--- src/rtl/sap_core.sv ---
// SAP-class single-bus microcomputer: PC, MAR, IR, A, B, C/Z flags, output register,
// internal RAM and a six-T-state controller, with a stopped-state program loader.
module sap_core #(
  parameter int DATA_W = 8,
  parameter int ADDR_W = 4
) (
  input  logic              clock,
  input  logic              reset,
  input  logic              run,
  input  logic              prog_we,
  input  logic [ADDR_W-1:0] prog_addr,
  input  logic [DATA_W-1:0] prog_data,
  output logic [DATA_W-1:0] output_reg,
  output logic              out_valid,
  output logic              halted,
  output logic              busy,
  output logic [ADDR_W-1:0] pc
);

  typedef enum logic [3:0] {
    S_IDLE, S_T1, S_T2, S_T3, S_T4, S_T5, S_T6, S_HALT
  } state_t;

  localparam logic [3:0] OP_LDA = 4'h1;
  localparam logic [3:0] OP_ADD = 4'h2;
  localparam logic [3:0] OP_SUB = 4'h3;
  localparam logic [3:0] OP_STA = 4'h4;
  localparam logic [3:0] OP_LDI = 4'h5;
  localparam logic [3:0] OP_JMP = 4'h6;
  localparam logic [3:0] OP_JC  = 4'h7;
  localparam logic [3:0] OP_JZ  = 4'h8;
  localparam logic [3:0] OP_OUT = 4'hE;
  localparam logic [3:0] OP_HLT = 4'hF;

  state_t              state;
  logic [ADDR_W-1:0]   mar;
  logic [DATA_W-1:0]   ir;
  logic [DATA_W-1:0]   a;
  logic [DATA_W-1:0]   b;
  logic                c;
  logic                z;
  logic [DATA_W-1:0]   mem [0:(2**ADDR_W)-1];

  logic [DATA_W-1:0]   mem_rd;
  logic [3:0]          opcode;
  logic [ADDR_W-1:0]   operand;
  logic                stopped;
  logic                is_sub;
  logic [DATA_W:0]     sum;
  logic                mem_we;
  logic [ADDR_W-1:0]   mem_waddr;
  logic [DATA_W-1:0]   mem_wdata;
  logic                unused_ir;

  assign mem_rd    = mem[mar];
  assign opcode    = ir[DATA_W-1 -: 4];
  assign operand   = ir[ADDR_W-1:0];
  assign unused_ir = ^ir;
  assign stopped   = (state == S_IDLE) || (state == S_HALT);
  assign halted    = (state == S_HALT);
  assign busy      = !stopped;
  assign is_sub    = (opcode == OP_SUB);

  // SUB is A + ~B + 1, so the carry out doubles as a "no borrow" flag
  always_comb begin
    sum = {1'b0, a} + {1'b0, (is_sub ? ~b : b)} + (DATA_W+1)'(is_sub);
  end

  // Loader and STA never coincide: the loader is only honoured while stopped
  always_comb begin
    mem_we    = 1'b0;
    mem_waddr = prog_addr;
    mem_wdata = prog_data;
    if (reset && stopped && prog_we) begin
      mem_we = 1'b1;
    end else if (reset && state == S_T5 && opcode == OP_STA) begin
      mem_we    = 1'b1;
      mem_waddr = mar;
      mem_wdata = a;
    end
  end

  always_ff @(posedge clock) begin
    if (mem_we) begin
      mem[mem_waddr] <= mem_wdata;
    end
  end

  always_ff @(posedge clock or negedge reset) begin
    if (!reset) begin
      state      <= S_IDLE;
      pc         <= '0;
      mar        <= '0;
      ir         <= '0;
      a          <= '0;
      b          <= '0;
      c          <= 1'b0;
      z          <= 1'b0;
      output_reg <= '0;
      out_valid  <= 1'b0;
    end else begin
      out_valid <= 1'b0;
      unique case (state)
        S_IDLE, S_HALT: begin
          if (run) begin
            pc    <= '0;
            state <= S_T1;
          end
        end
        S_T1: begin
          mar   <= pc;
          state <= S_T2;
        end
        S_T2: begin
          pc    <= pc + ADDR_W'(1);
          state <= S_T3;
        end
        S_T3: begin
          ir    <= mem_rd;
          state <= S_T4;
        end
        S_T4: begin
          state <= S_T5;
          case (opcode)
            OP_LDA, OP_ADD, OP_SUB, OP_STA: mar <= operand;
            OP_LDI: a  <= DATA_W'(operand);
            OP_JMP: pc <= operand;
            OP_JC:  if (c) pc <= operand;
            OP_JZ:  if (z) pc <= operand;
            OP_OUT: begin
              output_reg <= a;
              out_valid  <= 1'b1;
            end
            OP_HLT: state <= S_HALT;
            default: ;
          endcase
        end
        S_T5: begin
          state <= S_T6;
          if (opcode == OP_LDA) begin
            a <= mem_rd;
          end else if (opcode == OP_ADD || opcode == OP_SUB) begin
            b <= mem_rd;
          end
        end
        S_T6: begin
          state <= S_T1;
          if (opcode == OP_ADD || opcode == OP_SUB) begin
            a <= sum[DATA_W-1:0];
            c <= sum[DATA_W];
            z <= (sum[DATA_W-1:0] == '0);
          end
        end
        default: state <= S_IDLE;
      endcase
    end
  end

endmodule
--- config.mk ---
export PLATFORM = sky130hd
export DESIGN_NAME = sap_core
export DESIGN_NICKNAME = d
export VERILOG_FILES = /design/src/rtl/sap_core.sv
export SDC_FILE = /design/constraint.sdc
export NUM_CORES = 1
export LEC_CHECK = 0
export CORE_MARGIN = 2
export CORE_UTILIZATION = 40
export CTS_CLUSTER_DIAMETER = 120
export DETAILED_ROUTE_END_ITERATION = 7
export REMOVE_ABC_BUFFERS = 1
export SLEW_MARGIN = 0
export SYNTH_ARGS = -nofsm -noshare
export SYNTH_HDL_FRONTEND = slang
export SYNTH_SLANG_ARGS = --single-unit
--- constraint.sdc ---
create_clock -name clock -period 3.5 [get_ports clock]
set_clock_uncertainty 0.15 [all_clocks]
set_input_delay 0.35 -clock clock [delete_from_list [all_inputs] [get_ports clock]]
set_output_delay 0.35 -clock clock [all_outputs]
set_load 0.05 [all_outputs]
* After elaboration in Yosys (flattened, before gate mapping)
Memories as Yosys holds them, arrays and structs flattened.
Index checks and enable logic that the tools add are counted.
** Storage, ports and cells
- Output and inout port bits :: 15
- Bits in writable memories :: 128
- Bits in registers :: 47
- Memories :: 1
- Logic and storage cells :: 86
- Input bits :: 16
** Operators by class
- Muxes and demuxes :: 25
- Add/sub/neg operators :: 3
- Bitwise logic cells :: 2
- Reductions and logical operators :: 20
- Equal/unequal tests :: 25
** Memories
- mem :: words 16, bits a word 8, read ports 1, clocked after memory_dff 0, write ports 1, RTL line 42 : logic [DATA_W-1:0] mem [0:(2**ADDR_W)-1];
** Operator list (count)
- 2-to-1 mux 8 bit :: 6
- equality test 4 x 3 -> 1 bit (second input constant) :: 8
- 2-to-1 mux 4 bit :: 7
- case mux 4 bit (7 select lines) :: 1
- case mux 4 bit (3 select lines) :: 2
- case mux 8 bit (3 select lines) :: 1
- equality test 4 x 2 -> 1 bit (second input constant) :: 4
- equality test 4 bit (second input constant) :: 3
- adder 8 x 8 -> 9 bit :: 1
- adder 9 x 1 -> 9 bit :: 1
- equality test 4 x 1 -> 1 bit (second input constant) :: 2
- logical NOT 8 bit :: 1
- inverter 8 bit :: 1
- case mux 4 bit (2 select lines) :: 1
- 2-to-1 mux 1 bit :: 6
- inequality test 2 x 1 -> 1 bit (second input constant) :: 3
- inequality test 3 bit (second input constant) :: 2
- AND reduction 2 bit :: 3
- nonzero test 3 bit :: 2
- AND reduction 5 bit :: 1
- adder 4 x 1 -> 4 bit (second input constant) :: 1
- logical AND 1 bit :: 4
- logical NOT 4 bit :: 1
- inequality test 2 bit (second input constant) :: 2
- 10 further kinds :: 11

* Logic depth before layout (Yosys ltp)
- Depth after elaboration :: 7
- Mapped depth :: 10
- Gate-level depth less buffers :: 8

* Worst setup path after synthesis
OpenSTA, ideal clock, no wires.
- Kind :: reg2reg
- Start point :: register ir[6]
- End point :: register a[7]
- Library setup time :: 82 ps
- Path slack :: 443 ps
- Stages on the path, launching flop included :: 11
- Data required time :: 3268 ps
- Path buffers :: 2
- Clock period less this slack :: 3057 ps
- Data arrival time :: 2825 ps
- Cells stage by stage :: dfrtp_1 buf_2 nor4bb_1 buf_2 xor2_1 ha_1 and3b_1 a2111o_1 a211oi_2 mux2_1 a31oi_1
** On the way
- Word-level cells in the longest chain between the ends :: 6
- Elaborated cells between the ends (all ways) :: 14
- Classes of those cells :: 2 x add/sub; 7 x eq/ne; 3 x mux; 2 x reduce/logical
** RTL lines
- start: declaration :: RTL line 37 : logic [DATA_W-1:0] ir;
- start signal: assignment :: RTL line 119 : ir <= mem_rd;
- equality test 4 x 2 -> 1 bit :: RTL line 62, 148
- 2-to-1 mux 8 bit :: RTL line 66 : sum = {1'b0, a} + {1'b0, (is_sub ? ~b : b)} + (DATA_W+1)'(is_sub);
- adder 8 x 8 -> 9 bit :: RTL line 66
- adder 9 x 1 -> 9 bit :: RTL line 66
- 2-to-1 mux 8 bit :: RTL line 148 : if (opcode == OP_ADD || opcode == OP_SUB) begin
- case mux 8 bit (3 select lines) :: RTL line 103 : unique case (state)
- end signal: assignment :: RTL line 126 : OP_LDI: a <= DATA_W'(operand);
- end signal: assignment :: RTL line 141 : a <= mem_rd;
- end signal: assignment :: RTL line 149 : a <= sum[DATA_W-1:0];
- end: declaration :: RTL line 38 : logic [DATA_W-1:0] a;
Several ways; a longest one is shown, not always the timed one. The select of a mux whose other input is x is not followed.
A chain may end at the register's enable or synchronous reset.

* Final worst setup path
- Start point :: register ir[7]
- End point :: register a[7]
The elaborated chain is that of the path after synthesis.

==> results.md <==
* Status: complete, no violations
* Commonest cells in the netlist: edfxtp_1, dfrtp_1, nor2_1, mux4_2, nand2_1
* Synth warnings at 0
* Synth cell types at 58
* Hold_ws at 0.207 ns
* Share of layout cells above drive strength 1 at 0.235
* Vias post-DR at 4371
* Placed inst area at 8430 sq um
* Worst Setup Start Kind: flop
* CP max stage delay at 0.49 ns
* Max_slew headroom at 0.399
* Post-Synth Adder-Cell Area at 0.0156
* I/O pin count at 31
* Post-synth top area share at 0.498
* WP buf/inv at 0
* First-pass GRT wire length at 26.0 mm
* Biggest register: mem
* CP cell instances: nor4bb_2 -> xor2_1 -> ha_1 -> and3b_1 -> a2111o_1 -> a211oi_2 -> mux2_1 -> a31oi_1
* Worst path top cell family by delay: compound AO/OA/AOI/OAI gates
* Final setup fails at 0
* Post-route ant nets at 0
* CP Data Required Time at 3.70 ns
* Peak VDD IR at 0.441 mV
* Gpl congestion at 0.840
* Number of flip-flops in the largest register at 128
* DPL Wire Length at 11.5 mm
* Most numerous cell in the Yosys netlist: edfxtp_1
* Max frequency at 309 MHz
* Multi-input combinational cell area at 2550 sq um
* Final instance area at 9000 sq um
* Slowest CP cell: nor4bb_2
* CTS tree: done
* CP Class: flop to flop
* Routed WL at 16.4 mm
* Die Ht at 143 um
* Ranking of synthesized cells by area: edfxtp_1, dfrtp_1, mux4_2
* Setup TNS at 0 ns
* Post-CTS Setup Bufs at 0
* Cell Area, Synth at 7710 sq um
* Synth Area in Simple Gates at 0.0750
* Most used DFF post-synth: edfxtp_1
* Post-synth EDFFs at 128
* Register area at 5000 sq um
* Synth Instances at 481
* Pwr/cell area at 759 nW/um^2
* Synthesized area per cell at 16.0 sq um
* Critical path peak fanout at 9
* Seq/Total Area, Yosys at 0.648
* Grt total ovfl at 0
* Die area at 20400 sq um
* MaxCap Viol Count at 0
* Largest net degree at the start of global routing at 38
* H-tree levels at 4
* Complex-gate fraction of the synthesized area at 0.0521
* Number of vias per cell at 5.41
* Final Core Density at 0.478
* Via count of the first global-routing pass at 4492
* Row count at 50
* Clk buf depth at 2
* Reg clk slew, reported paths at 0.07 ns
* Slew Limit Fails at 0
* Fin. Hold Viols at 0
* WL per Instance at 20.3 um
* Leakage at 3.24 nW
* Share of flip-flops with an asynchronous set or reset at 0.264
* Slew @ Worst Pin at 0.898 ns
* Area Overhead vs Synth at 16.8%
* Fin crit share at 0.925
* Post-synthesis xor/xnor area fraction at 0.0170
* # DRC at 0
* Initial antenna violation count at 0
* Fin crit period at 3.24 ns
* Die W at 143 um
* Insertion delay to the later sink of the worst-skew pair at 0.43 ns
* Num Clock Sinks at 174
* CP endpoint kind: flop
* Core area at 18800 sq um
* Yosys top cell by area: edfxtp_1
* # nets final at 560
* Drt pass-1 iters at 4
* Worst Path Arrival at 3.43 ns
* Port bufs at 30
* Unrepaired setup endpoints after global routing: no
* Post-synthesis mux area share at 0.170
* GRT Overall Usage at 0.172
* Clock Root Buffer: clkbuf_16
* Initial Util at 0.410
* CTS Buf Count at 17
* #FFs+latches synth at 174
* Fillers at 1604
* Worst hold path class: input port to asynchronous set/reset pin
* Initial drt markers at 304
* Largest family of logic cells by synthesized area: multiplexers
* Diode count at 0
==> logic make-up after synthesis <==
| group | after synthesis |
|---|---|
| AO/OA/AOI/OAI | 57 |
| multiplexers | 75 |
| flip-flops | 174 |
| adder cells (fa/ha/maj) | 9 |
| buffers and inverters | 33 |
| AND/OR/NAND/NOR | 118 |
| XOR/XNOR | 15 |
==> final timing paths <==
check                                           from                        end  slack [ns]  depth (start not counted)
setup / recovery                   ir[7]$_DFFE_PN0N_           a[7]$_DFFE_PN0P_        0.26                          8
hold / removal                                 reset       state[1]$_DFFE_PN0N_        0.21                          2
setup reg to reg                   ir[7]$_DFFE_PN0N_           a[7]$_DFFE_PN0P_        0.26                          8
hold reg to reg            output_reg[0]$_DFFE_PN0P_  output_reg[0]$_DFFE_PN0P_        0.36                          1
max in group asynchronous                      reset           b[4]$_DFFE_PN0P_        2.42                          3
min in group clock         output_reg[0]$_DFFE_PN0P_  output_reg[0]$_DFFE_PN0P_        0.36                          1
==> stage by stage <==
step / setup slack (ns) / power, mW / std cells
floorplan: -0.310 / 4.34 / 458
global placement: 0.336 / 5.01 / 775
finish: 0.263 / 6.84 / 808
detailed placement: 0.291 / 5.06 / 775
global route: 0.0424 / 7.20 / 808
CTS: 0.271 / 6.89 / 808
==> timing repair <==
item	4_1_cts	5_1_grt
resized for setup	0	0
hold buffers	1	0
endpoints found under the hold margin	11	0
==> cells in the final DEF, fill, tap and decap left out, types with 6 or more instances in the layout <==
cell type	instances
edfxtp_1	128
nor3_1	6
mux2_2	32
nand3_1	7
buf_4	25
nor2_1	39
a22oi_1	8
dfrtp_1	45
nand2_1	35
nand2b_1	7
o21ai_0	6
xor2_1	12
clkdlybuf4s50_1	29
mux4_2	35
clkbuf_16	17
a31oi_1	11
ha_1	8
inv_1	9
a21oi_1	7
==> power by group <==
group	switching, mW	total [mW]	internal (mW)
sequential	0.339	2.79	2.45
combinational	1.20	2.23	1.03
clock	0.820	1.82	0.996
==> metal layers <==
metal	global-route usage	share of wire	up-vias
li1	-	-	1997
met1	0.235	0.47	2286
met2	0.283	0.50	79
met3	0.0352	0.025	9
met4	0.0490	0.0077	0
met5	0	0	-
==> cell type report <==
class	instances	area share
Timing Repair Buffer	58	0.0592
Clock inverter	14	0.0147
Clock buffer	18	0.0477
Tap cell	260	0.0361
Inverter	10	0.00417
Multi-Input combinational cell	274	0.283
Sequential cell	174	0.555
Power figures use the tool's default switching activity.
